File: config.mk
export PLATFORM = sky130hd
export DESIGN_NAME = imm_gen_pipe
export DESIGN_NICKNAME = d
export VERILOG_FILES = /design/src/rtl/imm_gen_pipe.sv
export SDC_FILE = /design/constraint.sdc
export NUM_CORES = 1
export LEC_CHECK = 0
export BUFFER_PORTS_ARGS = -buffer_cell sky130_fd_sc_hd__buf_2
export CAP_MARGIN = 10
export CORE_UTILIZATION = 53
export CTS_BUF_LIST = sky130_fd_sc_hd__clkbuf_8
export DETAILED_ROUTE_END_ITERATION = 10
export GPL_TIMING_DRIVEN = 0
export HOLD_SLACK_MARGIN = 0.03
export PLACE_DENSITY = 0.85
export SYNTH_ARGS = -nofsm -noshare
export SYNTH_HDL_FRONTEND = slang
export SYNTH_SLANG_ARGS = --single-unit
File: constraint.sdc
create_clock -name clk -period 1.95 [get_ports clk]
set_input_delay 0.4875 -clock clk [delete_from_list [all_inputs] [get_ports clk]]
set_output_delay 0.4875 -clock clk [all_outputs]
set_load 0.01 [all_outputs]
File: src/rtl/imm_gen_pipe.sv
// Registered immediate generator for the decode stage: extracts format B/C/D/E
// fields, extends them to XLEN, pairs an optional upper-half prefix with the next base.
module imm_gen_pipe #(
  parameter int unsigned XLEN    = 32,
  parameter int unsigned E_SHIFT = 2
) (
  input  logic            clk,
  input  logic            rst_n,
  input  logic            in_valid,
  output logic            in_ready,
  input  logic [25:0]     imm_in,
  input  logic [2:0]      imm_src,
  input  logic            prefix,
  input  logic            flush,
  output logic            out_valid,
  input  logic            out_ready,
  output logic [XLEN-1:0] imm_out,
  output logic            out_prefixed
);

  localparam int unsigned E_W = 16 + E_SHIFT;

  typedef enum logic [1:0] {
    FMT_B = 2'b00,
    FMT_C = 2'b01,
    FMT_E = 2'b10,
    FMT_D = 2'b11
  } fmt_e;

  logic [15:0]     fld_b;
  logic [15:0]     fld_c;
  logic [20:0]     fld_d;
  logic [E_W-1:0]  fld_e;
  logic            ext_bit;
  fmt_e            fmt;
  logic [XLEN-1:0] base_ext;
  logic [XLEN-1:0] pfx_word;

  logic            accept;
  logic            acc_pfx;
  logic            acc_base;

  logic            out_valid_q,    out_valid_d;
  logic [XLEN-1:0] imm_q,          imm_d;
  logic            out_prefixed_q, out_prefixed_d;
  logic            pfx_valid_q,    pfx_valid_d;
  logic [15:0]     pfx_q,          pfx_d;
  logic            pfx_sext_q,     pfx_sext_d;

  assign fld_b   = imm_in[25:10];
  assign fld_c   = {imm_in[25:15], imm_in[10:6]};
  assign fld_d   = imm_in[25:5];
  assign fld_e   = E_W'(fld_c) << E_SHIFT;
  assign ext_bit = imm_src[0] ? 1'b0 : imm_in[25];
  assign fmt     = fmt_e'(imm_src[2:1]);

  // NOTE: every signal written in always_comb gets a default first, so no path
  // through the case/if leaves it unassigned and no latch is inferred.
  always_comb begin
    base_ext = {XLEN{ext_bit}};
    unique case (fmt)
      FMT_B: base_ext[15:0]    = fld_b;
      FMT_C: base_ext[15:0]    = fld_c;
      FMT_E: base_ext[E_W-1:0] = fld_e;
      FMT_D: base_ext[20:0]    = fld_d;
    endcase
  end

  // Prefix supplies bits [31:16]; above that the prefix's own extension applies.
  always_comb begin
    pfx_word       = {XLEN{pfx_sext_q & pfx_q[15]}};
    pfx_word[31:0] = {pfx_q, base_ext[15:0]};
  end

  assign in_ready = !flush && (!out_valid_q || out_ready);
  assign accept   = in_valid && in_ready;
  assign acc_pfx  = accept && prefix;
  assign acc_base = accept && !prefix;

  always_comb begin
    out_valid_d    = out_valid_q;
    imm_d          = imm_q;
    out_prefixed_d = out_prefixed_q;
    pfx_valid_d    = pfx_valid_q;
    pfx_d          = pfx_q;
    pfx_sext_d     = pfx_sext_q;

    if (flush) begin
      out_valid_d    = 1'b0;
      out_prefixed_d = 1'b0;
      pfx_valid_d    = 1'b0;
    end else begin
      if (out_valid_q && out_ready) out_valid_d = 1'b0;

      if (acc_pfx) begin
        pfx_d       = fld_c;
        pfx_valid_d = 1'b1;
        pfx_sext_d  = !imm_src[0];
      end

      // A base accepted alongside a consume overrides the clear above: no bubble.
      if (acc_base) begin
        out_valid_d    = 1'b1;
        imm_d          = pfx_valid_q ? pfx_word : base_ext;
        out_prefixed_d = pfx_valid_q;
        pfx_valid_d    = 1'b0;
      end
    end
  end

  // NOTE: sequential state uses non-blocking assignments so every register
  // samples its next value from the same pre-edge snapshot.
  always_ff @(posedge clk or negedge rst_n) begin
    if (!rst_n) begin
      out_valid_q    <= 1'b0;
      imm_q          <= '0;
      out_prefixed_q <= 1'b0;
      pfx_valid_q    <= 1'b0;
      pfx_q          <= '0;
      pfx_sext_q     <= 1'b0;
    end else begin
      out_valid_q    <= out_valid_d;
      imm_q          <= imm_d;
      out_prefixed_q <= out_prefixed_d;
      pfx_valid_q    <= pfx_valid_d;
      pfx_q          <= pfx_d;
      pfx_sext_q     <= pfx_sext_d;
    end
  end

  assign out_valid    = out_valid_q;
  assign imm_out      = imm_q;
  assign out_prefixed = out_prefixed_q;

endmodule

Word-level counts from Yosys, hierarchy flattened
Index checks and enable logic that the tools add are counted.

Memories kept: 0. Word-level logic and storage cells: 37. Flip-flop bits (word level): 51. Bits in writable memories: 0. Output and inout bits: 35. Input bits: 35. Latch bits: 0. ROM bits: 0.

Divide/modulo/power cells: 0. Order comparisons: 0. Shifts and indexed selects: 0. Bitwise logic cells: 1. $add $sub $neg: 0. Reductions and logical operators: 15. Multipliers: 0. Muxes and demuxes: 13. Equal/unequal tests: 3.

Operators with widths (count): 16-bit one-hot mux with 4 select lines (1); 32-bit two-way mux (1); 1-bit two-way mux (9); 3-bit nonzero test (2); 1-bit logical AND (5); 2-bit == test (second input constant) (2); 2-bit one-hot mux with 2 select lines (1); 2-bit AND reduction (2); 1-bit logical NOT (3); 3-bit two-way mux (1); 2-bit by 1-bit == test with 1-bit output (second input constant) (1); 2-bit logical NOT (1); 2-bit nonzero test (1); 1-bit logical OR (1); 1-bit NOT (1).

Depth between registers and ports, before layout
Gate-level depths: netlist of run 1.

Depth after elaboration: 8. Depth in mapped cells: 5. Depth with buffers taken out: 3.

Least setup slack after synthesis of run 1
OpenSTA, ideal clock, no wires.

Kind: input to register. Start point: in flush. End point: reg imm_q[0] (netlist: imm_out[0]). Buffers on the path: 1. Arrival time: 1470 ps. Stages: 4. Data required time: 1825 ps. Library setup time: 125 ps. Slack: 355 ps. Cells stage by stage: nand2b_4 nor3_4 buf_8 mux2_4.

Cells in the longest elaborated chain, start to end: 5. Elaborated cells between the ends (all ways): 6. Classes of those cells: bitwise (1); reduce/logical (5).

Ends and longest elaborated chain: start, declared (RTL line 14) `input logic flush,`; 1-bit logical NOT (RTL line 75) `assign in_ready = !flush && (!out_valid_q || out_ready);`; 1-bit logical AND (RTL line 75); 1-bit logical AND (RTL line 76) `assign accept = in_valid && in_ready;`; 1-bit logical AND (RTL line 78) `assign acc_base = accept && !prefix;`; 2-bit AND reduction (no source line) (*); end signal, assigned (RTL line 123) `imm_q <= imm_d;`; end, declared (RTL line 44) `logic [XLEN-1:0] imm_q, imm_d;`.

Every way passes the cells marked *; elsewhere a longest branch is shown, timed or not. A chain may end at the register's enable or synchronous reset.

Worst setup path after layout of run 1
Start point: reg out_valid_q (netlist: out_valid). End point: reg imm_q[12] (netlist: imm_out[12]).

Cells in the longest elaborated chain, start to end: 6.

Ends and longest elaborated chain: start, declared (RTL line 43) `logic out_valid_q, out_valid_d;`; start signal, assigned (RTL line 122) `out_valid_q <= out_valid_d;`; 1-bit logical NOT (RTL line 75); 1-bit logical OR (RTL line 75); 1-bit logical AND (RTL line 75); 1-bit logical AND (RTL line 76); 1-bit logical AND (RTL line 78); 2-bit AND reduction (no source line).

No other way between the ends.

==> results by group, run 1 <==
CTS
  – Cts bufs inserted: 5
  – Clk sinks: 51
  – Hold_buf cts: 0
  – Post-CTS resize count: 0
  – Clock buffer depth: 2
  – Post-CTS Setup Bufs: 0
  – Clock-pin slew on the worst setup and hold paths: 0.09 ns
  – Clk_lat worst skew: 0.30 ns
  – CTS tree: yes
  – Root Buffer: clkbuf_8
  – H-tree depth: 2

Place
  – Detailed placement HPWL: 4.10 mm
  – Port Buf Inserts: 62
  – Placed cell count: 342
  – Post-Place Cell Area: 2990 um2
  – GPL Wtd Cong: 0.813
  – Setup WS pre-CTS: 0.00497 ns

Setup path
  – CP max stage delay: 0.51 ns
  – CP Data Arrival Time: 1.92 ns
  – Crit Path Category: reg -> reg
  – CP max FO: 10
  – Cell Chain, Critical Path: nor2b_4 > nor3_4 > buf_8 > mux2_4
  – Slowest cell on the critical path: nor3_4
  – Critical R2R Launch: out_valid
  – Critical path endpoint category: register
  – Startpoint types: register
  – Worst setup startpoint: out_valid
  – WP buf/inv: 1
  – Delay-heaviest family, CP: simple AND/OR/NAND/NOR gates
  – WP data required: 2.14 ns

Final layout
  – Final #Nets: 318
  – Most common cell after layout, fill and taps aside: buf_2
  – Design Area, Final: 3110 um2
  – Synth-to-Final Area Change: 19.8%
  – Fin cells: 351
  – Number of diodes: 0
  – Share of cells above drive strength 1: 42.3%
  – Highest-count cells in the layout ignoring fill and taps: buf_2 (66), dfrtp_1 (51), mux2_2 (26)
  – Final Util: 65.9%
  – Filler cell count: 365

Pwr
  – Switching part of the total: 29.3%
  – Leakage power: 1.46 nW
  – Psw: 829 uW
  – Power Internal: 2.00 mW
  – Comb power frac: 27.4%
  – Peak VDD IR: 0.000378 V
  – Sequential power share: 49.8%
  – Pwr Density: 910 nW/um2
  – Total power: 2.83 mW
  – Clock share of power: 22.8%

Routing
  – Drt wl/cell: 15.9 um
  – Via count: 1918
  – Vias/cell: 5.46
  – DR DRC count: 0
  – DRT Wirelength: 5.60 mm
  – Starting DRC count in detailed routing: 202
  – DRT Pass-1 Iters: 4
  – Post-route antenna net violation count: 0

Timing
  – Final critical-path required period: 1.73 ns
  – Setup Skew: 0.00574 ns
  – Number of setup violations in the final report: 0
  – Fin. max-slew vios: 0
  – Slack of the critical path: 0.216 ns
  – Achievable Freq: 577 MHz
  – Final hold vios: 0
  – Actual slew at the worst max-slew pin: 0.590 ns
  – RSZ-0062 raised after global routing: false
  – Tcrit/Tclk final: 88.9%
  – Hold_ws: 0.133 ns
  – Slew margin rel.: 60.5%
  – Setup TNS: 0 ns

Synth
  – Post-synthesis adder-cell area fraction: 0%
  – Register area share after synthesis: 49.1%
  – Area share of the largest cell type after synthesis: 49.1%
  – Synth Area in Compound Gates: 10.4%
  – FF+latch count, synth: 51
  – Cell taking the most area after synthesis: dfrtp_1
  – Post-Synth Simple-Gate Area: 7.08%
  – Largest family of logic cells by synthesized area: multiplexers
  – Synth warn: 0
  – Mapped Area: 2600 um2
  – Post-Syn Nets: 248
  – Post-synthesis mux area share: 27.7%
  – Post-synthesis xor/xnor area fraction: 0%
  – Post-synth cell types: 35
  – Avg Cell Area, Syn: 12.2 um2
  – Most area-consuming cells after synthesis: dfrtp_1 (49%), mux2_2 (11%), mux2i_1 (9.2%)
  – Syn Inst Count: 213

Die
  – Total Die Area: 5190 um2
  – IO Pins: 70
  – Total core area: 4720 um2
  – Die extent in y: 72.0 um
  – Num rows: 25
  – Initial Util: 55.0%
  – Die width: 72.0 um

Hold path
  – Hold Crit Class: in -> async

Global routing
  – Largest net degree at the start of global routing: 52
  – GR Util All Layers: 22.5%
  – Gr ovfl total: 0
  – Global-route wire length before repair: 8.71 mm
  – Number of global-route vias before repair: 1842
  – Initial antenna violation count: 0

Run status
  – Run status: complete, no violations

Job
  – MaxCap Viol Count: 0
==> worst paths after layout <==
| path | to | cells past startpoint | slack (ns) |
|---|---|---|---|
| max | imm_out[12] | 4 | 0.22 |
| min | pfx_q[5] | 1 | 0.13 |
| max reg2reg | imm_out[12] | 4 | 0.22 |
| min reg2reg | imm_out[17] | 1 | 0.50 |
| max in group asynchronous | out_prefixed | 2 | 1.30 |
| min in group clk | out_prefixed | 2 | 0.41 |
==> cell type report <==
| cell class | instances | area (um2) | area share (%) |
|---|---|---|---|
| inverters | 14 | 52.6 | 1.69 |
| multi-input cells | 133 | 1170 | 37.7 |
| clock buffers | 7 | 96.3 | 3.09 |
| well taps | 67 | 83.8 | 2.69 |
| plain buffers | 15 | 95.1 | 3.05 |
| repair buffers | 63 | 330 | 10.6 |
| clock inverters | 1 | 3.75 | 0.121 |
| flip-flops and latches | 51 | 1280 | 41.0 |
==> flip-flops by register name (all words and copies together) (netlist names) <==
name          flops
imm_out          32
pfx_valid_q       1
out_valid         1
pfx_q            16
out_prefixed      1
==> cells by family (layout without fill, tap and decap cells) <==
logic type / after synthesis / count (layout)
simple gates: 29 / 29
compound gates: 43 / 43
flops: 51 / 51
mux: 61 / 61
buf+inv: 29 / 100
==> synthesized netlist by cell type (all sizes together) <==
cell	number
o2111ai	4
o2bb2ai	4
a211oi	4
nand3	4
a2111oi	1
o31ai	1
dfrtp	51
buf	11
nand2	1
nand2b	2
a21oi	23
nor2	12
nor3	1
o22ai	1
and3	2
mux4	3
o21ai	3
nand4	1
nor2b	3
and2	1
a2bb2oi	1
a211o	1
mux2	34
clkbuf	4
mux2i	24
inv	14
nor3b	2
==> power groups by stage <==
stage / registers (mW) / logic [mW] / clock network (mW)
CTS: 1.41 / 0.777 / 0.659
finish: 1.41 / 0.776 / 0.646
floorplan: 1.50 / 0.381 / 0
global route: 1.43 / 0.849 / 0.696
global placement: 1.42 / 0.749 / 0
detailed placement: 1.43 / 0.770 / 0
==> metal layers <==
layer  up-vias  GRT usage (%)  wire, um
met2        64           37.1      2800
met1       943           28.5      2410
li1        902              -         -
met3         9           5.69       297
met5         -              0         0
met4         0           9.15        97
==> worst register-to-register path: stages, from the launching register on <==
cell	delay (ns)
dfrtp_1	0.40
nor2b_4	0.16
nor3_4	0.51
buf_8	0.24
mux2_4	0.31
Power figures use the tool's default switching activity.
==> run 2: changes to the inputs <==
Settings changed: REMOVE_ABC_BUFFERS from default to 1.
==> run 2 against run 1 <==
Against the previous run: die area is the same; via count shrank 1.2%; wire length shrank 3.8%; cell area shrank 1.4%; largest power group unchanged; sequential cell count is the same; cell count shrank 2.6%; fmax shrank 1.8%; sequential share of layout area grew 0.60 points; combinational power shrank 3.9%; setup slack lost 0.032 ns; clock power shrank 2%; count of clock-buffer cells in the layout shrank 2; critical path type unchanged.
==> results by group, run 2 (synthesized netlist as in run 1, its figures left out) <==
Timing
  – Final hold vios: 0
  – Slew margin rel.: 55.7%
  – Fin. max-slew vios: 0
  – Setup TNS: 0 ns
  – RSZ-0062 raised after global routing: false
  – Hold_ws: 0.137 ns
  – Actual slew at the worst max-slew pin: 0.664 ns
  – Final critical-path required period: 1.77 ns
  – Achievable Freq: 566 MHz
  – Tcrit/Tclk final: 90.6%
  – Setup Skew: 0.00569 ns
  – Number of setup violations in the final report: 0

Place
  – GPL Wtd Cong: 0.764
  – Port Buf Inserts: 64
  – Detailed placement HPWL: 3.73 mm

Setup path
  – CP Data Arrival Time: 2.01 ns
  – Critical path endpoint category: register
  – Cell Chain, Critical Path: nor3b_1 > buf_2 > a21oi_1 > mux2i_1
  – CP max FO: 20
  – Delay-heaviest family, CP: flip-flops
  – Reg2Reg Depth: 4
  – Slowest cell on the critical path: dfrtp_1
  – Startpoint types: register
  – WP buf/inv: 1
  – CP max stage delay: 0.64 ns
  – WP data required: 2.19 ns
  – CP Depth: 4
  – Crit Path Category: reg -> reg

Die
  – Die width: 72.0 um
  – IO Pins: 70
  – Initial Util: 55.0%
  – Total core area: 4720 um2
  – Num rows: 25
  – Total Die Area: 5190 um2
  – Die extent in y: 72.0 um

Global routing
  – GR Util All Layers: 21.9%
  – Met1 Track Usage GR: 30.0%
  – GR Util met2: 34.3%
  – Global-route wire length before repair: 8.61 mm
  – Busiest grt layer: met2
  – Gr ovfl total: 0
  – Met3 usage: 4.72%
  – Initial antenna violation count: 0
  – Largest net degree at the start of global routing: 52
  – Number of global-route vias before repair: 1764

Job
  – MaxCap Viol Count: 0

Routing
  – Via count: 1895
  – Drt wl/cell: 15.7 um
  – DR DRC count: 0
  – DRT Pass-1 Iters: 4
  – Starting DRC count in detailed routing: 125
  – DRT Wirelength: 5.38 mm
  – Vias/cell: 5.54
  – Post-route antenna net violation count: 0

CTS
  – CTS tree: yes
  – Cts bufs inserted: 5
  – H-tree depth: 2
  – Clock buffer depth: 2
  – Post-CTS Setup Bufs: 2
  – Clk_lat worst skew: 0.31 ns
  – Post-CTS resize count: 0
  – Hold_buf cts: 0
  – Clk sinks: 51
  – Root Buffer: clkbuf_8
  – Clock-pin slew on the worst setup and hold paths: 0.10 ns

Final layout
  – Synth-to-Final Area Change: 18.1%
  – Share of cells above drive strength 1: 42.9%
  – Highest-count cells in the layout ignoring fill and taps: buf_2 (65), dfrtp_1 (51), mux2_2 (26)
  – Number of diodes: 0
  – Max FFs per register: 32
  – Filler cell count: 365
  – Final #Nets: 309
  – Final Util: 65.0%
  – Most common cell after layout, fill and taps aside: buf_2

Pwr
  – Leakage power: 1.43 nW
  – Peak VDD IR: 0.000363 V
  – Total power: 2.81 mW
  – Pwr Density: 915 nW/um2

Run status
  – Run status: complete, no violations

Hold path
  – Hold Crit Class: in -> async
[run 2: cell type report]
class / instances / area [um2] / share of cell area (%)
Clock buffer: 5 / 68.8 / 2.24
Clock inverter: 3 / 23.8 / 0.775
Inverter: 14 / 52.6 / 1.71
Multi-Input combinational cell: 133 / 1170 / 38.3
Sequential cell: 51 / 1280 / 41.6
Tap cell: 67 / 83.8 / 2.73
Timing Repair Buffer: 69 / 388 / 12.6
[run 2: metrics by stage]
step                      area [um2]  instances  setup slack (ns)
after global routing            3070        342           0.00253
after detailed placement        2940        331            -0.244
after global placement          2910        329            -0.630
after CTS                       3050        341             0.192
after floorplan                 2500        198            -0.130
final                           3070        342             0.184
[run 2: routing by layer]
metal,share of wire [%],vias up,routed length [um]
li1,-,891,-
met1,47,930,2520
met2,47,65,2540
met3,4.5,9,241
met4,1.6,0,87
met5,0,-,0
[run 2: path summary, 6_finish.rpt]
check	from	to	slack, ns
setup / recovery	pfx_valid_q	imm_out[29]	0.18
hold / removal	rst_n	imm_out[28]	0.14
setup reg to reg	pfx_valid_q	imm_out[29]	0.18
hold reg to reg	imm_out[18]	imm_out[18]	0.51
max in group asynchronous	rst_n	imm_out[3]	1.27
min in group clk	flush	out_prefixed	0.39
[run 2: power breakdown]
| group | switching, mW | internal (mW) | leakage [nW] |
|---|---|---|---|
| Clock | 0.376 | 0.257 | 0.0408 |
| Sequential | 0.138 | 1.29 | 0.617 |
| Combinational | 0.358 | 0.388 | 0.772 |
| Total | 0.873 | 1.94 | 1.43 |
==> run 3: changes to the inputs <==
--- a/config.mk
+++ b/config.mk
@@ -9,2 +9,3 @@
 export CAP_MARGIN = 10
+export CORE_MARGIN = 3
 export CORE_UTILIZATION = 53
--- a/constraint.sdc
+++ b/constraint.sdc
@@ -3,2 +3,2 @@
 set_output_delay 0.4875 -clock clk [all_outputs]
-set_load 0.01 [all_outputs]
+set_load 0.02 [all_outputs]
==> run 3 against run 2 <==
Against the previous run: wire length rose by 6.5%; power rose by 14%; clock skew fell by 0.0010 ns.
==> results by group, run 3 (synthesized netlist as in run 1, its figures left out) <==
Run status
  – Run status: complete, no violations

Setup path
  – Reg2Reg Depth: 4
  – Capture point of the worst reg-to-reg path: imm_out[28]
  – WP data required: 2.18 ns
  – CP max FO: 20
  – CP Data Arrival Time: 2.08 ns
  – Crit Path Category: reg -> reg
  – R2R Setup Slk: 0.10 ns
  – Startpoint types: register
  – Critical R2R Launch: pfx_valid_q
  – Worst setup startpoint: pfx_valid_q
  – Critical path endpoint category: register
  – Worst setup endpoint: imm_out[28]

Routing
  – Post-route antenna net violation count: 0
  – Via count: 1900
  – Vias/cell: 5.59
  – DR DRC count: 0
  – Starting DRC count in detailed routing: 164
  – Drt wl/cell: 16.9 um
  – DRT Pass-1 Iters: 4
  – DRT Wirelength: 5.74 mm

Place
  – GPL Wtd Cong: 0.759
  – Detailed placement HPWL: 3.90 mm
  – Port Buf Inserts: 64

Global routing
  – Number of global-route vias before repair: 1895
  – Largest net degree at the start of global routing: 52
  – Global-route wire length before repair: 9.36 mm
  – Gr ovfl total: 0
  – GR Util All Layers: 20.2%
  – Initial antenna violation count: 0

Die
  – Die width: 76.0 um
  – IO Pins: 70
  – Num rows: 24
  – Total Die Area: 5780 um2
  – Total core area: 4530 um2
  – Initial Util: 57.3%
  – Die extent in y: 76.0 um

Final layout
  – Synth-to-Final Area Change: 19.5%
  – Number of diodes: 0
  – Highest-count cells in the layout ignoring fill and taps: buf_2 (65), dfrtp_1 (51), mux2_2 (26)
  – Filler cell count: 334
  – Most common cell after layout, fill and taps aside: buf_2
  – Final #Nets: 309
  – Share of cells above drive strength 1: 42.9%
  – Final Util: 68.5%
  – Max FFs per register: 32

Timing
  – Fin. max-slew vios: 0
  – Final hold vios: 0
  – Setup Skew: 0.00468 ns
  – Number of setup violations in the final report: 0
  – RSZ-0062 raised after global routing: false
  – Slew margin rel.: 56.7%
  – Achievable Freq: 541 MHz
  – Setup TNS: 0 ns
  – Actual slew at the worst max-slew pin: 0.650 ns
  – Tcrit/Tclk final: 94.8%
  – Final critical-path required period: 1.85 ns

CTS
  – Clk_lat worst skew: 0.31 ns
  – Post-CTS resize count: 0
  – Clock buffer depth: 2
  – Clk sinks: 51
  – Root Buffer: clkbuf_8
  – Clock-pin slew on the worst setup and hold paths: 0.09 ns
  – Hold_buf cts: 0
  – H-tree depth: 2
  – CTS tree: yes
  – Cts bufs inserted: 5

Job
  – MaxCap Viol Count: 0

Pwr
  – Pwr Density: 1030 nW/um2
  – Peak VDD IR: 0.000691 V
  – Leakage power: 1.45 nW

Hold path
  – Hold Crit Class: in -> async
==> run 3: cell types whose count changed in the layout (fill, tap and decap cells not counted), sizes merged <==
| cell | before | now |
|---|---|---|
| inv | 15 | 14 |
| clkinvlp | 2 | 1 |
| bufinv | 0 | 2 |
==> run 3: cell type report <==
class / count / area (um2) / share of cell area, %
Clock buffer: 5 / 68.8 / 2.22
Clock inverter: 3 / 67.6 / 2.18
Inverter: 14 / 52.6 / 1.69
Multi-Input combinational cell: 133 / 1170 / 37.8
Sequential cell: 51 / 1280 / 41.1
Tap cell: 65 / 81.3 / 2.62
Timing Repair Buffer: 69 / 383 / 12.3
==> run 3: worst min path at each step <==
stage / startpoint / endpoint / slack (ns) / depth (start not counted)
6_report: rst_n / imm_out[26] / 0.06 / 1
4_1_cts: flush / out_prefixed / 0.39 / 2
2_1_floorplan: rst_n / imm_out[0] / 0.19 / 0
3_3_place_gp: imm_out[10] / imm_out[10] / 0.48 / 1
3_5_place_dp: imm_out[18] / imm_out[18] / 0.48 / 1
5_1_grt: rst_n / imm_out[26] / 0.05 / 1
==> run 3: routing by layer <==
layer	vias up	part of all wire, %	track usage, %
li1	889	-	-
met1	935	45	27.7
met2	72	47	31.9
met3	4	6.7	4.85
met4	0	0.77	6.16
met5	-	0	0
==> run 3: per-stage QoR <==
stage / hold slack (ns) / power (mW) / cells / cell area, um2 / setup slack (ns)
5_1_grt: 0.0536 / 3.34 / 340 / 3100 / 0.0609
2_1_floorplan: 0.192 / 1.98 / 198 / 2500 / -0.163
4_1_cts: 0.392 / 3.20 / 338 / 3080 / 0.0148
3_3_place_gp: 0.483 / 2.29 / 327 / 2910 / -0.653
6_report: 0.0573 / 3.19 / 340 / 3100 / 0.101
3_5_place_dp: 0.478 / 2.33 / 330 / 2940 / -0.203
==> run 3: report_power, final <==
group	leakage, nW	internal, mW	switching, mW
registers	0.617	1.29	0.137
clock network	0.0644	0.512	0.367
logic	0.769	0.389	0.499
total	1.45	2.19	1.00
==> run 3: worst max-delay path: stages, from the launching register on <==
cell     delay [ns]
dfrtp_1        0.63
nor3b_1        0.61
buf_2          0.30
a21oi_1        0.06
mux2i_1        0.17
==> run 3: repair_timing <==
action | 4_1_cts | 5_1_grt
gates cloned | 0 | 0
hold endpoints to repair | 0 | 0
buffers inserted | 0 | 1
setup endpoints to repair | 2 | 4
pin swaps | 1 | 1
